## config.mk

```make
export PLATFORM = sky130hd
export DESIGN_NAME = uart_tx_stream
export DESIGN_NICKNAME = d
export VERILOG_FILES = /design/src/rtl/uart_pkg.sv /design/src/rtl/uart_sync_fifo.sv /design/src/rtl/uart_tx_stream.sv
export SDC_FILE = /design/constraint.sdc
export NUM_CORES = 1
export LEC_CHECK = 0
export BUFFER_PORTS_ARGS = -buffer_cell sky130_fd_sc_hd__buf_2
export CORE_ASPECT_RATIO = 1.25
export CORE_MARGIN = 8
export CORE_UTILIZATION = 28
export CTS_CLUSTER_DIAMETER = 100
export DETAILED_ROUTE_END_ITERATION = 7
export GPL_TIMING_DRIVEN = 0
export MAX_ROUTING_LAYER = met4
export PLACE_DENSITY = 0.44
export SETUP_SLACK_MARGIN = 0.4
export SLEW_MARGIN = 20
export SYNTH_ARGS = -nofsm -noshare
export SYNTH_HDL_FRONTEND = slang
export SYNTH_SLANG_ARGS = --single-unit
```

## constraint.sdc

```tcl
create_clock -name clk -period 4.5 [get_ports clk]
set_input_delay 0.9 -clock clk [delete_from_list [all_inputs] [get_ports clk]]
set_output_delay 0.9 -clock clk [all_outputs]
set_load 0.005 [all_outputs]
```

## src/rtl/uart_pkg.sv

```systemverilog
// Shared types and helpers for the streaming UART transmitter:
// FSM state encoding, bit-period derivation and parity.
package uart_pkg;

  typedef enum logic [2:0] {
    IDLE   = 3'd0,
    START  = 3'd1,
    DATA   = 3'd2,
    PARITY = 3'd3,
    STOP   = 3'd4
  } uart_state_e;

  function automatic int bit_period(input int clk_freq, input int baud_rate);
    return clk_freq / baud_rate;
  endfunction

  // Even parity over the word, flipped for odd; unused upper bits must be zero.
  function automatic logic parity_bit(input logic [7:0] data, input logic odd);
    return (^data) ^ odd;
  endfunction

endpackage

```

## src/rtl/uart_sync_fifo.sv

```systemverilog
// Synchronous FIFO with push/pop, full/empty flags and an occupancy count.
// DEPTH must be a power of two so the pointers wrap naturally.
module uart_sync_fifo #(
  parameter int WIDTH = 8,
  parameter int DEPTH = 16
) (
  input  logic                     clk,
  input  logic                     rst,
  input  logic                     push,
  input  logic [WIDTH-1:0]         wr_data,
  input  logic                     pop,
  output logic [WIDTH-1:0]         rd_data,
  output logic                     full,
  output logic                     empty,
  output logic [$clog2(DEPTH):0]   count
);
  localparam int AW = $clog2(DEPTH);
  localparam logic [AW:0] FULL_COUNT = (AW+1)'(DEPTH);

  logic [WIDTH-1:0] mem [DEPTH];
  logic [AW-1:0]    wr_ptr, rd_ptr;
  logic             do_push, do_pop;

  assign do_push = push && !full;
  assign do_pop  = pop && !empty;

  always_ff @(posedge clk or posedge rst) begin
    if (rst) begin
      wr_ptr <= '0;
      rd_ptr <= '0;
      count  <= '0;
    end else begin
      if (do_push) wr_ptr <= wr_ptr + 1'b1;
      if (do_pop)  rd_ptr <= rd_ptr + 1'b1;
      if (do_push && !do_pop)      count <= count + 1'b1;
      else if (do_pop && !do_push) count <= count - 1'b1;
    end
  end

  // Storage carries no reset; a flush only needs the pointers and count cleared.
  always_ff @(posedge clk) begin
    if (do_push) mem[wr_ptr] <= wr_data;
  end

  assign rd_data = mem[rd_ptr];
  assign full    = (count == FULL_COUNT);
  assign empty   = (count == '0);

endmodule

```

## src/rtl/uart_tx_stream.sv

```systemverilog
// FIFO-buffered UART transmitter with a valid/ready write port; frames go out
// back-to-back while words are queued. Define UART_TX_PARITY_EN for a parity bit.
//
// state  | meaning
// IDLE   | line high, waiting for a queued word
// START  | start bit, line low
// DATA   | payload bits, LSB first
// PARITY | parity bit (UART_TX_PARITY_EN builds only)
// STOP   | stop bit(s), line high
module uart_tx_stream
  import uart_pkg::*;
#(
  parameter int CLK_FREQ   = 50000000,
  parameter int BAUD_RATE  = 9600,
  parameter int DATA_BITS  = 8,
  parameter int STOP_BITS  = 1,
  parameter int FIFO_DEPTH = 16
) (
  input  logic                          clk,
  input  logic                          rst,
  input  logic                          in_valid,
  input  logic [DATA_BITS-1:0]          in_data,
  output logic                          in_ready,
`ifdef UART_TX_PARITY_EN
  input  logic                          parity_odd,
`endif
  output logic                          tx,
  output logic                          busy,
  output logic [$clog2(FIFO_DEPTH):0]   fifo_count
);
  localparam int BIT_PERIOD = bit_period(CLK_FREQ, BAUD_RATE);
  localparam int CW = $clog2(BIT_PERIOD);
  localparam logic [CW-1:0] BAUD_LAST = CW'(BIT_PERIOD - 1);
  localparam logic [2:0]    LAST_BIT  = 3'(DATA_BITS - 1);
  localparam logic          LAST_STOP = 1'(STOP_BITS - 1);

  uart_state_e            state, state_next;
  logic [CW-1:0]          baud_cnt, baud_next;
  logic [2:0]             bit_idx, bit_next;
  logic                   stop_idx, stop_next;
  logic [DATA_BITS-1:0]   shifter, shift_next;
  logic [DATA_BITS-1:0]   fifo_data;
  logic                   tx_next, baud_wrap, pop, fifo_empty, fifo_full;

  uart_sync_fifo #(
    .WIDTH(DATA_BITS),
    .DEPTH(FIFO_DEPTH)
  ) u_fifo (
    .clk    (clk),
    .rst    (rst),
    .push   (in_valid && in_ready),
    .wr_data(in_data),
    .pop    (pop),
    .rd_data(fifo_data),
    .full   (fifo_full),
    .empty  (fifo_empty),
    .count  (fifo_count)
  );

  assign in_ready  = !fifo_full;
  assign busy      = (state != IDLE) || !fifo_empty;
  assign baud_wrap = (baud_cnt == BAUD_LAST);

`ifdef UART_TX_PARITY_EN
  logic parity_reg, parity_next;
  always_comb begin
    parity_next = parity_reg;
    if (pop) parity_next = parity_bit(8'(fifo_data), parity_odd);
  end
`endif

  always_comb begin
    state_next = state;
    baud_next  = baud_cnt;
    bit_next   = bit_idx;
    stop_next  = stop_idx;
    shift_next = shifter;
    pop        = 1'b0;
    if (state != IDLE) baud_next = baud_wrap ? '0 : baud_cnt + 1'b1;
    case (state)
      IDLE:  if (!fifo_empty) pop = 1'b1;
      START: if (baud_wrap) begin
        state_next = DATA;
        bit_next   = '0;
      end
      DATA: if (baud_wrap) begin
        if (bit_idx == LAST_BIT) begin
`ifdef UART_TX_PARITY_EN
          state_next = PARITY;
`else
          state_next = STOP;
`endif
          stop_next = 1'b0;
        end else begin
          bit_next   = bit_idx + 3'd1;
          shift_next = shifter >> 1;
        end
      end
      PARITY: if (baud_wrap) begin
        state_next = STOP;
        stop_next  = 1'b0;
      end
      STOP: if (baud_wrap) begin
        if (stop_idx == LAST_STOP) begin
          if (!fifo_empty) pop = 1'b1;
          else             state_next = IDLE;
        end else begin
          stop_next = 1'b1;
        end
      end
      default: state_next = IDLE;
    endcase
    // A pop always starts a fresh frame, including straight out of STOP.
    if (pop) begin
      state_next = START;
      baud_next  = '0;
      shift_next = fifo_data;
    end
  end

  always_comb begin
    tx_next = 1'b1;
    case (state_next)
      START:   tx_next = 1'b0;
      DATA:    tx_next = shift_next[0];
`ifdef UART_TX_PARITY_EN
      PARITY:  tx_next = parity_reg;
`endif
      default: tx_next = 1'b1;
    endcase
  end

  always_ff @(posedge clk or posedge rst) begin
    if (rst) begin
      state    <= IDLE;
      baud_cnt <= '0;
      bit_idx  <= '0;
      stop_idx <= 1'b0;
      shifter  <= '0;
      tx       <= 1'b1;
`ifdef UART_TX_PARITY_EN
      parity_reg <= 1'b0;
`endif
    end else begin
      state    <= state_next;
      baud_cnt <= baud_next;
      bit_idx  <= bit_next;
      stop_idx <= stop_next;
      shifter  <= shift_next;
      tx       <= tx_next;
`ifdef UART_TX_PARITY_EN
      parity_reg <= parity_next;
`endif
    end
  end

endmodule

```

==> results_dict.tcl <==
set metrics [dict create \
    initial_core_util_pct 28.33 \
    finalClockSkew_ns 0.01432 \
    fillCellCount 2525 \
    wirelength_um 15600 \
    worst_hold_slack_ns 0.3885 \
    grt_max_degree 34 \
    antenna_found_initial 0 \
    avgRoutedWirePerCell_um 18.96 \
    critical_path.top_delay_family "simple AND/OR/NAND/NOR gates" \
    final_max_slew_viol_count 0 \
    gp_congestion 0.7649 \
    ios 19 \
    cts_setup_buffers 0 \
    cp_max_fo 9 \
    fin_crit_sh_pct 80.29 \
    syn_nets 462 \
    finalHoldViolations 0 \
    critPathArrivalTime_ns 3.96 \
    grt_use_total_pct 11.03 \
    p_total_mw 3.768 \
    ant_nets 0 \
    async_flop_share_pct 24.26 \
    required_ns 4.85 \
    final_nets 500 \
    p_per_area_mw_per_mm2 459.4 \
    status "complete, no violations" \
    cts-root-buf "clkbuf_16" \
    dp_cells 791 \
    final_cells 823 \
    grt_pass1_wl_um 24170 \
    crit_path_frequent_cell "ha_1" \
    synthDistinctLibCells 53 \
    crit_buf_inv 2 \
    slowest_delay_ns 0.46 \
    syn2layout_area_growth_pct 15.59 \
    drc 0 \
    critPathSlowestCell "dfrtp_1" \
    num_vias 3799 \
    grt_pass1_vias 3993 \
    clk_latency_ns 0.43 \
    fmax_mhz 276.8 \
    htreeDepth 4 \
    postSynthCellCount 437 \
    synth-seq-cells 169 \
    end_kind "flop" \
    multi_input_area_mm2 0.002093 \
    synth.avg_cell_area_um2 16.24 \
    antenna_cells 0 \
    die_h_um 194.0 \
    num_rows 65 \
    period_needed_ns 3.613 \
    cts_inserted_buffers 17 \
    clkSlewWorstSetupHoldPaths_ns 0.07 \
    critPathKind "flop to flop" \
    min_path_type "input pin to asynchronous set/reset pin" \
    die_area_mm2 0.03072 \
    hold_buffers 0 \
    report.final.setup_viol 0 \
    irDropWorstVdd_mv 0.2350 \
    vias_per_cell 4.616 \
    drive_above_1_share_pct 22.75 \
    clk_path_buf_depth 2 \
    cts-resized-gates 0 \
    ys.warnings.count 0 \
    syn_area_mm2 0.007096 \
    synth_edf_count 128 \
    synth-main-ff-cell "edfxtp_1" \
    layout_common_cells "edfxtp_1, dfrtp_1, mux4_2, nor2_1, buf_2" \
    postLayoutCoreUtil_pct 32.74 \
    portBuffers 18 \
    tightest_slew_ns 0.8443 \
    hpwl_um 10610 \
    ys_seq_area_share_pct 68.65 \
    core_mm2 0.02505 \
    drt-pass1-iter-count 4 \
    grt_overflow 0 \
    drt-initial-drc-count 267 \
    slew_headroom_pct 43.51 \
    cap_violations 0 \
    cts_tree "built" \
    rsz0062_at_grt "no" \
    die_w_um 158.4 \
    fin_tns_setup_ns 0 \
    cts.sink_count 169 \
    p_leak_nw 2.846 \
    seqCellArea_mm2 0.004871 \
    startpoint_type "flop" \
    path_cells "nor4b_2 -> nand3_1 -> a21oi_2 -> clkinv_1 -> ha_1 -> inv_1 -> ha_1 -> nor2b_1 -> o21a_1 -> or3_1 -> a21oi_1 -> xnor2_1" \
    final_common_cell "edfxtp_1" \
]
-- path summary, 6_finish.rpt --
kind | from | endpoint | slack [ns] | cells after the start
worst max-delay path | baud_cnt[8] | u_fifo.count[4] | 0.89 | 12
worst min-delay path | rst | u_fifo.count[3] | 0.39 | 2
worst max register to register | baud_cnt[8] | u_fifo.count[4] | 0.89 | 12
worst min register to register | baud_cnt[0] | baud_cnt[0] | 0.52 | 1
max in group asynchronous | rst | tx | 3.60 | 3
min in group clk | baud_cnt[0] | baud_cnt[0] | 0.52 | 1
-- cell families after synthesis --
group                    synth area share (%)
multiplexers                            11.46
AO/OA/AOI/OAI                           5.114
XOR/XNOR                                2.222
flip-flops                              68.65
adder cells (fa/ha/maj)                 2.575
buffers and inverters                   2.133
AND/OR/NAND/NOR                         7.847
-- area by class of cell --
cell class	count	area share, %
repair buffers	19	1.342
plain buffers	22	1.205
inverters	14	0.6407
well taps	335	5.111
clock inverters	15	1.602
flip-flops and latches	169	59.39
clock buffers	17	5.187
multi-input cells	232	25.52
-- per-layer routing --
layer	GRT usage (%)	share of wire [%]	vias to the layer above
li1	-	-	1768
met1	13.04	43	1954
met2	18.18	51	61
met3	2.810	3.8	16
met4	3.185	1.3	0
met5	-	0	-
-- report_power, final --
group / switching (mW) / total, mW / internal (mW)
Combinational: 0.295 / 0.462 / 0.166
Sequential: 0.0690 / 1.91 / 1.84
Clock: 0.666 / 1.40 / 0.730
-- per-stage QoR --
stage	setup slack [ns]	area [um^2]
2_1_floorplan	1.529	7096
3_3_place_gp	0.8711	7605
3_5_place_dp	0.8499	7645
4_1_cts	0.8205	8202
5_1_grt	0.5765	8202
6_report	0.8871	8202
-- flip-flops by register name, indices dropped and copies added, names as in the netlist --
name,flops
shifter,8
baud_cnt,13
u_fifo.rd_ptr,4
u_fifo.count,5
u_fifo.wr_ptr,4
u_fifo.mem,128
bit_idx,3
tx,1
state,3
-- Yosys cell counts, drive strengths merged (2+ instances only) --
cell type	count	area [um^2]
a21oi	14	77.58
a22oi	14	105.1
a31oi	2	12.51
and2	2	12.51
and3	8	50.05
buf	13	65.05
clkbuf	9	33.78
dfrtp	40	1001
edfxtp	128	3844
ha	13	162.7
inv	13	48.79
mux2	2	22.52
mux2i	7	70.07
mux4	32	720.7
nand2	20	75.07
nand2b	4	25.02
nand3	8	40.04
nand4	5	31.28
nor2	30	112.6
nor2b	3	18.77
nor3	7	46.30
nor4	3	18.77
nor4b	2	23.77
o21a	2	15.01
o21ai	15	78.82
o31ai	2	15.01
or3	4	25.02
or4	2	22.52
xnor2	14	122.6
xor2	4	35.03
Power figures use the tool's default switching activity.
